$ cat src/rtl/osd_event_packetizer.sv
// Turns {overflow, data} trace entries into DII event packets: a 3-flit header
// (dest, src, type) followed by the payload words, LSB word first.
package osd_dii_pkg;
  typedef struct packed {
    logic        valid;
    logic        last;
    logic [15:0] data;
  } dii_flit;
endpackage

module osd_event_packetizer
  import osd_dii_pkg::*;
#(
  parameter int WIDTH = 112
) (
  input  logic             clk,
  input  logic             rst,
  input  logic [9:0]       id,
  input  logic [15:0]      event_dest,
  input  logic [WIDTH-1:0] trace_data,
  input  logic             trace_overflow,
  input  logic             trace_valid,
  output logic             trace_ready,
  output dii_flit          debug_out,
  input  logic             debug_out_ready
);

  localparam int N  = (WIDTH + 15) / 16;
  localparam int CW = (N > 1) ? $clog2(N) : 1;
  localparam int PW = N * 16;

  typedef enum logic [2:0] {IDLE, DEST, SRC, TYPE, PAYLOAD} state_t;

  // Handshakes: a transfer happens on any rising edge where valid and ready are
  // both high; valid never depends on ready, and a flit holds while stalled.
  state_t        state, state_next;
  logic [PW-1:0] data_q;
  logic          ovf_q;
  logic [15:0]   dest_q;
  logic [CW-1:0] cnt, cnt_next;
  logic          accept, flit_done, last_word;

  assign trace_ready = (state == IDLE) && !rst;
  assign accept      = trace_valid && trace_ready;
  assign flit_done   = (state != IDLE) && debug_out_ready;
  assign last_word   = ovf_q || (cnt == CW'(N - 1));

  always_ff @(posedge clk or posedge rst) begin
    if (rst) begin
      state  <= IDLE;
      cnt    <= '0;
      data_q <= '0;
      ovf_q  <= 1'b0;
      dest_q <= '0;
    end else begin
      state <= state_next;
      cnt   <= cnt_next;
      if (accept) begin
        data_q <= PW'(trace_data);
        ovf_q  <= trace_overflow;
        dest_q <= event_dest;
      end
    end
  end

  // Flit fields are decoded from registered state only, never from trace_*.
  always_comb begin
    state_next = state;
    cnt_next   = cnt;
    debug_out  = '0;
    case (state)
      IDLE: begin
        if (accept) state_next = DEST;
      end
      DEST: begin
        debug_out.valid = 1'b1;
        debug_out.data  = dest_q;
        if (flit_done) state_next = SRC;
      end
      SRC: begin
        debug_out.valid = 1'b1;
        debug_out.data  = {6'b0, id};
        if (flit_done) state_next = TYPE;
      end
      TYPE: begin
        debug_out.valid = 1'b1;
        debug_out.data  = ovf_q ? 16'h9400 : 16'h8000;
        if (flit_done) state_next = PAYLOAD;
      end
      PAYLOAD: begin
        debug_out.valid = 1'b1;
        debug_out.last  = last_word;
        debug_out.data  = ovf_q ? data_q[15:0] : data_q[{cnt, 4'b0} +: 16];
        if (flit_done) begin
          if (last_word) begin
            state_next = IDLE;
            cnt_next   = '0;
          end else begin
            cnt_next = cnt + CW'(1);
          end
        end
      end
      default: state_next = IDLE;
    endcase
  end

endmodule

$ cat config.mk
export PLATFORM = sky130hd
export DESIGN_NAME = osd_event_packetizer
export DESIGN_NICKNAME = d
export VERILOG_FILES = /design/src/rtl/osd_event_packetizer.sv
export SDC_FILE = /design/constraint.sdc
export NUM_CORES = 1
export LEC_CHECK = 0
export CORE_UTILIZATION = 51
export CTS_CLUSTER_DIAMETER = 40
export CTS_CLUSTER_SIZE = 20
export DETAILED_ROUTE_END_ITERATION = 12
export PLACE_DENSITY = 0.81
export SYNTH_ARGS = -nofsm -noshare
export SYNTH_HDL_FRONTEND = slang
export SYNTH_SLANG_ARGS = --single-unit
$ cat constraint.sdc
create_clock -name clk -period 6.2 [get_ports clk]
set_input_delay 1.24 -clock clk [delete_from_list [all_inputs] [get_ports clk]]
set_output_delay 1.24 -clock clk [all_outputs]
set_load 0.01 [all_outputs]
==> impl_metrics.tcl <==
set metrics [dict create \
    grt_util_all_layers 0.2475 \
    ys_types 46 \
    slew-limit-headroom 0.2601 \
    end_kind "output pin" \
    grt_pass1_vias 4889 \
    die_y_um 120.0 \
    fin_crit_sh 0.7300 \
    pwr-share-seq 0.397 \
    finalWeightedCongestion 0.7863 \
    synth_ff_type "dfrtp_1" \
    clkLatencyLatePin_ps 410 \
    cts_resized 0 \
    fin_hold_ws_ps 478.3 \
    report.final.slew_viol_count 0 \
    min_period_ps 4526 \
    yosysSeqAreaShare 0.4754 \
    io_pins 162 \
    row_count 42 \
    yosys.area.top_type "dfrtp_1" \
    cap_violations 0 \
    overflow 0 \
    dieArea_um2 14410 \
    crit_path_max_fanout 36 \
    dr.first_iter.drc_count 377 \
    rsz0062_at_grt "no" \
    hpwlAfterDp_um 11510 \
    cp-start-kind "register" \
    power.density_nw_per_um2 472.9 \
    die_w_um 120.0 \
    diodes 0 \
    finalNetCount 765 \
    min_path_type "register to register" \
    core_um2 13400 \
    postCtsSetupRepairBufs 0 \
    cts_tree "yes" \
    worstSetupPathType "register to output pin" \
    power_frac_comb 0.361 \
    crit_arrival_ps 3290 \
    ctsRootBufferMaster "clkbuf_16" \
    yosysMostFrequentCell "dfrtp_1" \
    cp.required_ps 4960 \
    yosys_warnings 0 \
    peakVddDrop_v 0.0002574 \
    antenna_found_initial 0 \
    p_int_w 0.003066 \
    setup_violations 0 \
    worst_pin_slew_ps 1110 \
    area_growth_pct 29.64 \
    power_switching_w 0.001290 \
    swShare 0.2961 \
    port_buffers 161 \
    ctsHoldBuffers 0 \
    synth_common_cells "dfrtp_1 (135), mux2_4 (90), nand3b_1 (37)" \
    clockPowerShare 0.241 \
    synth.area.top_cells "dfrtp_1 (48%), mux2_4 (19%), mux4_2 (5.1%)" \
    cts_buffers 17 \
    skew_ps 6.936 \
    drive_above_1_share 0.2758 \
    initial_utilization 0.5303 \
    cts.sinks 135 \
    status "completed" \
    async_reset_ff_frac 1.000 \
    power_leakage_nw 3.798 \
    via_count 4578 \
    fin_setup_tns_ps 0 \
    cts.path.max_buffers 2 \
    remaining_drc_errors 0 \
    avgSynthCellArea_um2 14.83 \
    routed_wl_um 17010 \
    drtAntennaViolNets 0 \
    drt_first_pass_iters 4 \
    synth_area_um2 7106 \
    ys_seq_elements 135 \
    yosysTopAreaCellShare 0.4754 \
    grt_pass1_wl_um 26430 \
    synth_cells 479 \
    synth_edf_count 0 \
    max_freq_mhz 220.9 \
    clk_pin_slew_worst_paths_ps 50 \
    synth_nets 624 \
    htree_levels 4 \
    wl_per_cell_um 21.08 \
    vias_per_cell 5.673 \
    final-hold-violation-count 0 \
    grt_max_degree 101 \
]
==> worst paths after layout <==
kind / slack (ps) / endpoint / from / depth (start not counted)
hold reg to reg: 480 / data_q[19] / data_q[19] / 1
setup / recovery: 1670 / debug_out[11] / state[1] / 4
hold / removal: 480 / data_q[19] / data_q[19] / 1
max in group asynchronous: 3670 / dest_q[15] / rst / 3
setup reg to reg: 3090 / data_q[5] / state[1] / 4
min in group asynchronous: 1490 / dest_q[7] / rst / 2
==> power by group through the flow <==
stage	sequential (W)	clock [W]	combinational [W]
after global placement	0.00170	0	0.00153
final	0.00173	0.00105	0.00157
after global routing	0.00179	0.00110	0.00168
after detailed placement	0.00174	0	0.00156
after floorplan	0.00151	0	0.00134
after CTS	0.00173	0.00107	0.00159
==> critical path, cell delays in order (launching register included) <==
cell	delay, ps
dfrtp_1	780
nor4b_4	1000
o21ai_0	220
o22ai_1	260
clkdlybuf4s50_1	600
==> cells in the final DEF (no fill, tap or decap), drive strengths merged, types with 11 or more instances in the layout <==
cell type and n:
dfrtp 135, mux2 129, o21ai 13, mux2i 16
nand3b 37, clkdlybuf4s50 161, mux4 16, o211ai 11
clkbuf 21, a21oi 11
==> metrics by stage <==
stage	area (um^2)	cells	utilization	total power (W)	setup slack [ps]
6_report	9211	807	0.6874	0.004356	1674
5_1_grt	9211	807	0.6874	0.004574	1399
3_3_place_gp	8601	777	0.6418	0.003227	2091
3_5_place_dp	8601	777	0.6418	0.003298	2083
2_1_floorplan	7106	479	-	0.002846	1349
4_1_cts	9211	807	0.6874	0.004384	1700
==> registers in the layout (all words and copies together), names as in the netlist <==
name / count
data_q: 112
dest_q: 16
cnt: 3
state: 3
ovf_q: 1
==> per-layer routing <==
layer | GRT usage | vias up | part of all wire
li1 | - | 2077 | -
met1 | 0.3072 | 2289 | 0.41
met2 | 0.3775 | 181 | 0.47
met3 | 0.09648 | 31 | 0.085
met4 | 0.1188 | 0 | 0.034
met5 | 0 | - | 0
==> cells by family (layout without fill, tap and decap cells) <==
kind of cell               after synthesis  count (layout)  share of synthesized area
muxes                                  161             161                     0.3252
adders and majority gates                2               2                   0.003521
and+or+nand+nor                         61              61                    0.06286
buffers and inverters                   45             197                    0.05582
DFF                                    135             135                     0.4754
xor gates and xnor gates                 2               2                   0.002466
AOI/OAI and AO/OA                       73              73                    0.07466
==> final cells by class <==
type	instances	area [um^2]
clock buffer	21	460.4
clock inverter	9	150.1
fill	943	4189
inverter	2	12.51
multi-input combinational	299	3333
sequential	135	3381
tap	176	220.2
timing repair buffer	165	1654
No activity file was read; power rests on OpenSTA's default activity.
